`src/rtl/fs_en_sync_multi.sv`:
```
// Multi-channel fs clock recovery: synchronizer, decimating enable and, when built with
// FS_EN_PERIOD_MON_EN, a per-channel edge period monitor with lock detection.
module fs_en_sync_multi #(
  parameter int CH          = 2,
  parameter int SYNC_STAGES = 2,
  parameter int DIV_W       = 8,
  parameter int PER_W       = 16,
  parameter int LOCK_CNT    = 4
) (
  input  logic                clk0,
  input  logic                rst_n,
  input  logic [CH-1:0]       fs_clk_in,
  input  logic [CH*DIV_W-1:0] div_ratio,
  output logic [CH-1:0]       fs_en_out,
  output logic [CH*PER_W-1:0] edge_period,
  output logic [CH-1:0]       period_valid,
  output logic [CH-1:0]       lock
);

  if (SYNC_STAGES < 2 || LOCK_CNT < 1) begin : g_bad_cfg
    $error("fs_en_sync_multi: SYNC_STAGES must be >= 2 and LOCK_CNT >= 1");
  end

`ifdef FS_EN_PERIOD_MON_EN
  localparam int MATCH_W = $clog2(LOCK_CNT + 1);
  localparam logic [PER_W-1:0] PCNT_MAX = {PER_W{1'b1}};
`endif

  for (genvar g = 0; g < CH; g++) begin : g_ch
    logic [SYNC_STAGES-1:0] r_sync;
    logic                   r_hist;
    logic [DIV_W-1:0]       r_dcnt;
    logic                   r_fs_en;
    logic                   w_edge;
    logic [DIV_W-1:0]       w_div;
    logic [DIV_W-1:0]       w_eff_m1;

    assign w_div    = div_ratio[g*DIV_W +: DIV_W];
    assign w_eff_m1 = (w_div == DIV_W'(0)) ? DIV_W'(0) : (w_div - DIV_W'(1));
    assign w_edge   = r_sync[SYNC_STAGES-1] & ~r_hist;

    // Synchronizer, edge history and divider; ratio is only looked at on an edge
    always_ff @(posedge clk0) begin
      if (!rst_n) begin
        r_sync  <= '0;
        r_hist  <= 1'b0;
        r_dcnt  <= DIV_W'(0);
        r_fs_en <= 1'b0;
      end else begin
        r_sync <= {r_sync[SYNC_STAGES-2:0], fs_clk_in[g]};
        r_hist <= r_sync[SYNC_STAGES-1];
        if (w_edge) begin
          r_fs_en <= (r_dcnt == DIV_W'(0));
          r_dcnt  <= (r_dcnt >= w_eff_m1) ? DIV_W'(0) : (r_dcnt + DIV_W'(1));
        end else begin
          r_fs_en <= 1'b0;
        end
      end
    end

    assign fs_en_out[g] = r_fs_en;

`ifdef FS_EN_PERIOD_MON_EN
    typedef enum logic [1:0] {
      ST_IDLE    = 2'd0,
      ST_MEASURE = 2'd1,
      ST_LOCKED  = 2'd2
    } state_t;

    state_t             r_state;
    logic [PER_W-1:0]   r_pcnt;
    logic [PER_W-1:0]   r_prev;
    logic [PER_W-1:0]   r_period;
    logic [MATCH_W-1:0] r_match;
    logic               r_have_prev;
    logic               r_pv;
    logic               r_lock;
    logic [PER_W-1:0]   w_diff;
    logic               w_near;
    logic               w_sat;

    assign w_diff = (r_pcnt >= r_prev) ? (r_pcnt - r_prev) : (r_prev - r_pcnt);
    assign w_near = (w_diff <= PER_W'(1));
    assign w_sat  = (r_pcnt == PCNT_MAX);

    // Period capture and lock tracking; an edge coinciding with saturation restarts measurement
    always_ff @(posedge clk0) begin
      if (!rst_n) begin
        r_state     <= ST_IDLE;
        r_pcnt      <= PER_W'(0);
        r_prev      <= PER_W'(0);
        r_period    <= PER_W'(0);
        r_match     <= MATCH_W'(0);
        r_have_prev <= 1'b0;
        r_pv        <= 1'b0;
        r_lock      <= 1'b0;
      end else begin
        r_pv <= 1'b0;
        if (w_edge) begin
          r_pcnt <= PER_W'(1);
        end else if (!w_sat) begin
          r_pcnt <= r_pcnt + PER_W'(1);
        end else begin
          r_pcnt <= r_pcnt;
        end
        if (w_edge && (r_state != ST_IDLE)) begin
          r_period    <= r_pcnt;
          r_pv        <= 1'b1;
          r_prev      <= r_pcnt;
          r_have_prev <= 1'b1;
        end
        case (r_state)
          ST_IDLE: begin
            if (w_edge) begin
              r_state     <= ST_MEASURE;
              r_have_prev <= 1'b0;
              r_match     <= MATCH_W'(0);
              r_lock      <= 1'b0;
            end
          end
          ST_MEASURE: begin
            if (w_edge) begin
              if (!w_sat && r_have_prev && w_near) begin
                if (r_match == MATCH_W'(LOCK_CNT - 1)) begin
                  r_state <= ST_LOCKED;
                  r_lock  <= 1'b1;
                end
                r_match <= r_match + MATCH_W'(1);
              end else begin
                r_match <= MATCH_W'(0);
              end
            end else if (w_sat) begin
              r_state <= ST_IDLE;
              r_match <= MATCH_W'(0);
              r_lock  <= 1'b0;
            end
          end
          ST_LOCKED: begin
            if (w_edge) begin
              if (w_sat || !w_near) begin
                r_state <= ST_MEASURE;
                r_match <= MATCH_W'(0);
                r_lock  <= 1'b0;
              end
            end else if (w_sat) begin
              r_state <= ST_IDLE;
              r_match <= MATCH_W'(0);
              r_lock  <= 1'b0;
            end
          end
          default: begin
            r_state <= ST_IDLE;
            r_match <= MATCH_W'(0);
            r_lock  <= 1'b0;
          end
        endcase
      end
    end

    assign edge_period[g*PER_W +: PER_W] = r_period;
    assign period_valid[g]               = r_pv;
    assign lock[g]                       = r_lock;
`else
    logic r_lock;

    // Without the monitor, lock reads as asserted whenever out of reset
    always_ff @(posedge clk0) begin
      if (!rst_n) begin
        r_lock <= 1'b0;
      end else begin
        r_lock <= 1'b1;
      end
    end

    assign edge_period[g*PER_W +: PER_W] = PER_W'(0);
    assign period_valid[g]               = 1'b0;
    assign lock[g]                       = r_lock;
`endif
  end

endmodule

```
`config.mk`:
```
export PLATFORM = sky130hd
export DESIGN_NAME = fs_en_sync_multi
export DESIGN_NICKNAME = d
export VERILOG_FILES = /design/src/rtl/fs_en_sync_multi.sv
export SDC_FILE = /design/constraint.sdc
export NUM_CORES = 1
export LEC_CHECK = 0
export BUFFER_PORTS_ARGS = -buffer_cell sky130_fd_sc_hd__buf_4
export CELL_PAD_IN_SITES_DETAIL_PLACEMENT = 0
export CELL_PAD_IN_SITES_GLOBAL_PLACEMENT = 1
export CORE_ASPECT_RATIO = 0.8
export CORE_MARGIN = 2
export CORE_UTILIZATION = 25
export CTS_BUF_LIST = sky130_fd_sc_hd__clkbuf_16
export DETAILED_ROUTE_END_ITERATION = 10
export GPL_TIMING_DRIVEN = 0
export PLACE_DENSITY_LB_ADDON = 0.25
export SLEW_MARGIN = 20
export SYNTH_ARGS = -nofsm -noshare
export SYNTH_HDL_FRONTEND = slang
export SYNTH_SLANG_ARGS = --single-unit
export TNS_END_PERCENT = 100
```
`constraint.sdc`:
```
create_clock -name clk0 -period 3.4 [get_ports clk0]
set_clock_uncertainty 0.2 [all_clocks]
set_input_delay 0 -clock clk0 [delete_from_list [all_inputs] [get_ports clk0]]
set_output_delay 0 -clock clk0 [all_outputs]
set_load 0.01 [all_outputs]
```
# ---- Yosys cells after proc, flatten, opt, wreduce, memory -nomap -nowiden
# Cells that the tools add are included.
dict set report totals {
  wordCells 30
  in_bits 20
  output_inout_bits 38
  regBits 25
}
dict set report op_classes {
  bitwise_logic 4
  reduce_logical 6
  magnitude_cmp 2
  add_sub_neg 4
  n_mux 5
}
# op n
set ops {}
lappend ops {{zero test 8 bit} 4}
lappend ops {{2-to-1 mux 8 bit} 4}
lappend ops {{adder 8 x 1 -> 8 bit, second input constant} 2}
lappend ops {{greater-or-equal comparator 8 bit} 2}
lappend ops {{subtractor 8 x 1 -> 8 bit, second input constant} 2}
lappend ops {{AND reduction 2 bit} 2}
lappend ops {{bitwise AND 1 bit} 2}
lappend ops {{inverter 1 bit} 2}
lappend ops {{2-to-1 mux 1 bit} 1}

# ---- Depth between registers and ports, before layout
# Gate-level depths: netlist of the first run.
dict set report logic_depth {
  depth_word 4
  mapped_depth 11
  mapped_depth_nobuf 11
}

# ---- Worst setup path before layout of the first run
# OpenSTA, ideal clock, no wires.
dict set report synth_path {
  path_kind {input to register}
  startpoint {in div_ratio[4]}
  endpoint {reg g_ch[0].r_dcnt[0]}
  path_stages 10
  slack_ns 0.875
  path_buffers 1
  setup_ns 0.080
  required_time_ns 3.120
  arrival_ns 2.245
  path_cell_list {or3_1 -> or3_1 -> or3b_4 -> nand2_1 -> ha_1 -> and3_1 -> a221oi_1 -> nor2b_1 -> clkbuf_1 -> nor3_1}
}
dict set report synth_via {
  elab_chain_cells 4
  elab_cells_between_ends 5
  cone_classes {add/sub: 1; order compare: 1; mux: 2; reduce/logical: 1}
}
# element line_no
set synth_rtl {}
lappend synth_rtl {{from (decl)} 13} ;# input logic [CH*DIV_W-1:0] div_ratio,
lappend synth_rtl {{subtractor 8 x 1 -> 8 bit or zero test 8 bit (tied branches)} 39} ;# assign w_eff_m1 = (w_div == DIV_W'(0)) ? DIV_W'(0) : (w_div - DIV_W'(1));
lappend synth_rtl {{2-to-1 mux 8 bit *} 39}
lappend synth_rtl {{greater-or-equal comparator 8 bit *} 54} ;# r_dcnt <= (r_dcnt >= w_eff_m1) ? DIV_W'(0) : (r_dcnt + DIV_W'(1));
lappend synth_rtl {{2-to-1 mux 8 bit *} 54}
lappend synth_rtl {{to (signal assigned)} 54}
lappend synth_rtl {{to (decl)} 32} ;# logic [DIV_W-1:0] r_dcnt;
# Mark *: on every way between the ends. The rest lies on a longest branch, timed or not.
# A chain may end at the register's enable or synchronous reset.

# ---- Worst setup path after layout of the first run
dict set report layout_path {
  startpoint {in div_ratio[11]}
  endpoint {reg g_ch[1].r_dcnt[4]}
}
dict set report layout_via {
  elab_chain_cells 4
  elab_cells_between_ends 5
  cone_classes {add/sub: 1; order compare: 1; mux: 2; reduce/logical: 1}
}
# element line_no
set layout_rtl {}
lappend layout_rtl {{subtractor 8 x 1 -> 8 bit or zero test 8 bit (tied branches)} 39}
lappend layout_rtl {{2-to-1 mux 8 bit *} 39}
lappend layout_rtl {{greater-or-equal comparator 8 bit *} 54}
lappend layout_rtl {{2-to-1 mux 8 bit *} 54}
lappend layout_rtl {{to (signal assigned)} 54}
lappend layout_rtl {{to (decl)} 32}
# Marks and branches as above.

==> summary.txt, run 1 <==
Clock tree
  – Clk pin slew, worst setup/hold paths: 0.06 ns
  – CTS H-Tree Depth: 1
  – Clk sink count: 25
  – TritonCTS clock tree: done
  – Clk buf depth: 2
  – Setup repair bufs after CTS: 0
  – CTS buffer count: 3
  – Clk_lat worst skew: 0.26 ns
  – Clk root buf: clkbuf_16

Synthesis
  – Syn Area/Cell: 8.425 um^2
  – Area of the mapped netlist: 0.001929 mm^2
  – Post-synthesis cell type count: 38
  – Share of the synthesized area in the top cell type: 0.2594
  – Synth Area in Adders: 0.1427
  – Post-synth EDFFs: 0
  – Syn Inst Count: 229
  – Yosys top cell by area: dfxtp_1
  – Yosys reg bits: 25
  – Area share of xor/xnor cells in the synthesized design: 0.09079
  – Mux cell area share after synthesis: 0.02140
  – Async set-reset flop share out of synthesis: 0
  – Compound-cell area share of the yosys netlist: 0.06420
  – Top FF cell, synth: dfxtp_1
  – Largest family of logic cells by synthesized area: simple AND/OR/NAND/NOR gates
  – Sequential-to-total area share from yosys stat: 0.2594
  – Top area cells in the synthesized netlist: dfxtp_1, buf_4, ha_1
  – Simple-gate share of the synthesized area: 0.2464
  – Yosys Warn Count: 0

Pwr
  – VDD IR-drop max: 0.0001528 V
  – PD cells: 291.3 mW/mm^2
  – Leak: 1.213 nW

Floorplanning
  – Die area: 0.008440 mm^2
  – Core region area: 0.007427 mm^2
  – Chip height: 82.58 um
  – I/O pin cnt: 58
  – Initial Util: 0.2598
  – DIE WIDTH: 102.2 um
  – Number of cell rows: 28

Global routing
  – Vias in the first global route: 1317
  – Gr ovfl total: 0
  – Largest net degree at the start of global routing: 15
  – Initial antenna violation count: 0
  – Total GRT Usage: 0.08807
  – Global-route wire length before repair: 5.954 mm

Finish
  – ANT cells: 0
  – Share of layout cells above drive strength 1: 0.2363
  – Register area: 500.5 um^2
  – Nets: 335
  – Non-filler cells, final: 397
  – Post-layout util: 0.3322
  – Synthesis-to-finish area growth: 27.89%
  – Layout fillers: 832
  – Multi-input logic area: 0.001219 mm^2

Timing
  – Setup ws final: 0.7060 ns
  – RSZ-0062 raised after global routing: no
  – Setup_tns: 0 ns
  – Fin. max-slew vios: 0
  – Crit share post-route: 0.7924
  – Min cycle time layout: 2.694 ns
  – Endpoints failing setup: 0
  – Worst-Margin Slew: 0.7334 ns
  – Fin. Hold Viols: 0
  – Relative slew slack: 0.5111
  – Hold Worst Slack: 0.2320 ns
  – Fmax: 371.2 MHz

Setup path
  – Worst endpoint required time: 3.39 ns
  – Worst setup path end: g_ch[1].r_dcnt[4]
  – Reg-to-Reg Start: g_ch[0].r_sync[1]
  – CP startpoint kind: primary input
  – Crit path max fanout: 8
  – Reg-to-reg slack, setup: 1.36 ns
  – Critical path arrival: 2.68 ns
  – Worst reg2reg path depth: 5
  – Setup Crit Path Kind: in2reg
  – R2R Path End: g_ch[0].r_dcnt[1]
  – Crit. End Element: flop
  – Beginning of the critical path: div_ratio[11]

Detailed routing
  – Routed wire length: 3.562 mm
  – Wire per inst: 8.972 um
  – DR iter-0 viols: 60
  – DRC violations left: 0
  – Vias per inst: 3.809
  – Via count: 1512
  – Post-route ant nets: 0
  – Drt first pass iters: 4

Placement
  – GPL Wtd Cong: 0.7904
  – DP Wirelength: 2.928 mm
  – Port bufs: 23
  – DP Worst Slack: 0.4234 ns
  – Dpl cells: 390

Hold path
  – Min-Delay Path Class: reg2reg

Status
  – Status: finished clean

Flow run
  – Max Cap Viol: 0
==> how the worst min path moves through the flow <==
stage,start,endpoint,slack [ns],cells past startpoint
global placement,rst_n,g_ch[1].r_lock,-0.05,1
CTS,rst_n,g_ch[1].r_lock,0.22,2
floorplan,rst_n,g_ch[1].r_lock,-0.17,0
global route,rst_n,g_ch[1].r_lock,0.25,2
finish,g_ch[1].r_sync[0],g_ch[1].r_sync[1],0.23,1
detailed placement,rst_n,g_ch[1].r_lock,-0.05,1
==> sequential cells by signal, summed over array words and instances (netlist names) <==
signal / count
g_ch.r_fs_en: 2
g_ch.r_sync: 4
g_ch.r_lock: 1
g_ch.r_dcnt: 16
g_ch.r_hist: 2
==> synth_stat cells, drive strengths merged, types with 2 or more instances <==
cell type,instances
nor2,15
dfxtp,25
or3,2
o2111ai,2
inv,9
or3b,2
a21o,2
nor4,3
mux2i,3
nand3,3
nand2,14
and2,7
xnor2,6
clkbuf,4
nor2b,6
xor2,14
a21oi,4
nor3,17
buf,38
a221oi,2
nand4,7
or4,3
nand2b,3
and3,5
ha,22
==> through the flow <==
step           power [mW]  area, um^2
2_1_floorplan      0.4223        2053
3_3_place_gp       0.4640        2357
3_5_place_dp       0.4648        2357
5_1_grt            0.7679        2467
4_1_cts            0.7299        2467
6_report           0.7186        2467
==> metal layers <==
metal  vias up  wire length [um]  track usage  part of all wire
met5         -                 0            0                 0
met4         0                13      0.01200            0.0036
met3         2               201      0.02273             0.056
met2        35              1319       0.1309              0.37
met1       627              2028       0.1300              0.57
li1        848                 -            -                 -
==> power breakdown <==
part           total (mW)  internal (mW)  switching [mW]
combinational       0.153         0.0799          0.0728
sequential          0.308          0.301         0.00630
clock               0.258          0.158          0.0999
total               0.719          0.540           0.179
==> cell type report <==
type / instances / area share
Tap cell: 105 / 0.05325
Inverter: 9 / 0.01369
Clock inverter: 1 / 0.002028
Clock buffer: 3 / 0.03043
Buffer: 42 / 0.1217
Multi-Input combinational cell: 186 / 0.4939
Timing Repair Buffer: 26 / 0.08215
Sequential cell: 25 / 0.2028
==> cells by family after synthesis <==
| kind of cell | count (synthesis) |
|---|---|
| AO/OA/AOI/OAI | 17 |
| XOR/XNOR | 20 |
| adder cells (fa/ha/maj) | 22 |
| buffers and inverters | 51 |
| flip-flops | 25 |
| multiplexers | 4 |
| other | 1 |
| AND/OR/NAND/NOR | 89 |
==> placed cells by master (no fill, tap or decap), types with 2 or more instances in the layout <==
cell,count
nor2b_1,6
dlygate4sd3_1,3
nand2b_1,3
nand2_1,14
xor2_1,14
nor2_1,15
nor3_1,17
buf_4,61
and2_1,6
clkbuf_16,3
nor4_1,3
dfxtp_1,25
inv_1,9
nand4_1,7
xnor2_1,6
a21oi_1,4
o2111ai_1,2
and3_1,5
or4_1,3
a221oi_1,2
conb_1,34
ha_1,22
mux2i_1,3
clkbuf_1,4
a21o_1,2
nand3_1,3
or3_1,2
==> timing repair <==
| item | in CTS | in global routing |
|---|---|---|
| endpoints found under the hold margin | 3 | 0 |
| gates resized for setup | 0 | 0 |
| hold buffers | 3 | 0 |
==> worst max-delay path: stages <==
cell and delay, ns:
buf_4 0.12, or4_1 0.57, nor4_1 0.26, nand2_1 0.08, mux2_2 0.26, ha_1 0.28, and3_1 0.19, a221oi_1 0.34
o221ai_1 0.38, nor2_1 0.20
(Power assumes the default switching activity.)
==> run 2: changes to the inputs <==
Clock period 3.4 ns to 2.75 ns, I/O delays scaled along.
==> summary.txt, run 2 (synthesis gave the netlist of run 1 again) <==
Detailed routing
  – DRC violations left: 0
  – Drt first pass iters: 4
  – DR iter-0 viols: 58
  – Post-route ant nets: 0
  – Wire per inst: 8.987 um
  – Via count: 1525
  – Vias per inst: 3.851
  – Routed wire length: 3.559 mm

Finish
  – Commonest non-fill, non-tap cell in the layout: buf_4
  – Most frequent cells in the layout: buf_4, conb_1, dfxtp_1
  – Synthesis-to-finish area growth: 28.73%
  – ANT cells: 0
  – Nets: 334
  – Share of layout cells above drive strength 1: 0.2474
  – Largest Register: g_ch.r_dcnt
  – Max reg flops: 16
  – Post-layout util: 0.3344
  – Largest regs: g_ch.r_dcnt x16, g_ch.r_sync x4
  – Non-filler cells, final: 396
  – Design area: 0.002484 mm^2

Floorplanning
  – Core region area: 0.007427 mm^2
  – Die area: 0.008440 mm^2
  – Number of cell rows: 28
  – DIE WIDTH: 102.2 um
  – Initial Util: 0.2598
  – Chip height: 82.58 um
  – I/O pin cnt: 58

Placement
  – DP Wirelength: 2.928 mm
  – Area after DPL: 0.002357 mm^2
  – GPL Wtd Cong: 0.7904
  – Dpl cells: 390
  – Port bufs: 23

Status
  – Status: finished clean

Clock tree
  – Setup repair bufs after CTS: 0
  – Clk root buf: clkbuf_16
  – Clk sink count: 25
  – CTS buffer count: 3
  – Clk buf depth: 2
  – TritonCTS clock tree: done
  – Clk pin slew, worst setup/hold paths: 0.06 ns
  – Clk_lat worst skew: 0.25 ns
  – CTS H-Tree Depth: 1

Global routing
  – Gr ovfl total: 0
  – Vias in the first global route: 1317
  – Largest net degree at the start of global routing: 15
  – Initial antenna violation count: 0
  – Global-route wire length before repair: 5.954 mm
  – Total GRT Usage: 0.08807

Setup path
  – Crit. End Element: flop
  – CP cell instances: buf_4 > inv_1 > ha_1 > or3b_2 > nor3_1 > mux2i_1 > ha_1 > and3_1 > a221oi_1 > o221ai_2 > nor2_1
  – CP max stage delay: 0.51 ns
  – CP startpoint kind: primary input
  – Crit path top cell by count: ha_1
  – Crit path max fanout: 8
  – Critical Path Slowest Stage Cell: or3b_2
  – Critical path arrival: 2.50 ns
  – Setup Crit Path Kind: in2reg
  – Worst endpoint required time: 2.74 ns

Timing
  – Fmax: 399.2 MHz
  – Worst-Margin Slew: 0.5782 ns
  – Endpoints failing setup: 0
  – Relative slew slack: 0.6137
  – Setup_tns: 0 ns
  – RSZ-0062 raised after global routing: no
  – Crit share post-route: 0.9109
  – Hold Worst Slack: 0.2321 ns
  – Fin. max-slew vios: 0
  – Fin. Hold Viols: 0
  – Min cycle time layout: 2.505 ns

Hold path
  – Min-Delay Path Class: reg2reg

Pwr
  – Leak: 1.213 nW
  – PD cells: 358.4 mW/mm^2
  – VDD IR-drop max: 0.0001890 V

Flow run
  – Max Cap Viol: 0
-- run 2: final timing paths --
path,cells after the start,start,slack (ns),to
worst min register to register,1,g_ch[1].r_sync[0],0.23,g_ch[1].r_sync[1]
worst min-delay path,1,g_ch[1].r_sync[0],0.23,g_ch[1].r_sync[1]
worst max-delay path,11,div_ratio[8],0.24,g_ch[1].r_dcnt[5]
worst max register to register,5,g_ch[1].r_dcnt[6],0.86,g_ch[1].r_dcnt[5]
-- run 2: critical path: cells and delay by family --
| family | cells | cell delay, ns |
|---|---|---|
| buf+inv | 2 | 0.18 |
| fa+ha+maj | 2 | 0.42 |
| mux | 1 | 0.22 |
| simple gates | 4 | 1.06 |
| compound gates | 2 | 0.61 |
-- run 2: area by class of cell --
type	count	area [um^2]
fillers	827	4943
multi-input cells	186	1239
flip-flops and latches	25	500.5
plain buffers	41	296.5
repair buffers	26	202.7
well taps	105	131.4
clock buffers	3	75.07
inverters	9	33.78
clock inverters	1	5.005
-- run 2: what timing repair did --
| item | in CTS | in global routing |
|---|---|---|
| hold endpoints to repair | 3 | 0 |
| endpoints found under the setup margin | 0 | 16 |
| hold buffers | 3 | 0 |
| resized for setup | 0 | 3 |
-- run 2: metal layers --
layer,vias to the layer above,routed length (um),global-route usage
met5,-,0,0
li1,844,-,-
met3,2,198,0.02273
met4,0,13,0.01200
met1,644,1988,0.1300
met2,35,1358,0.1309
-- run 2: metrics by stage --
stage	setup WS (ns)	total power, mW
floorplan	0.2255	0.5221
global placement	-0.2245	0.5736
detailed placement	-0.2266	0.5747
CTS	0.03846	0.9024
global route	0.009488	0.9529
finish	0.2450	0.8901
-- run 2: power breakdown --
part	internal [mW]	switching (mW)
registers	0.373	0.00781
clock network	0.196	0.121
logic	0.100	0.0924
total	0.668	0.222
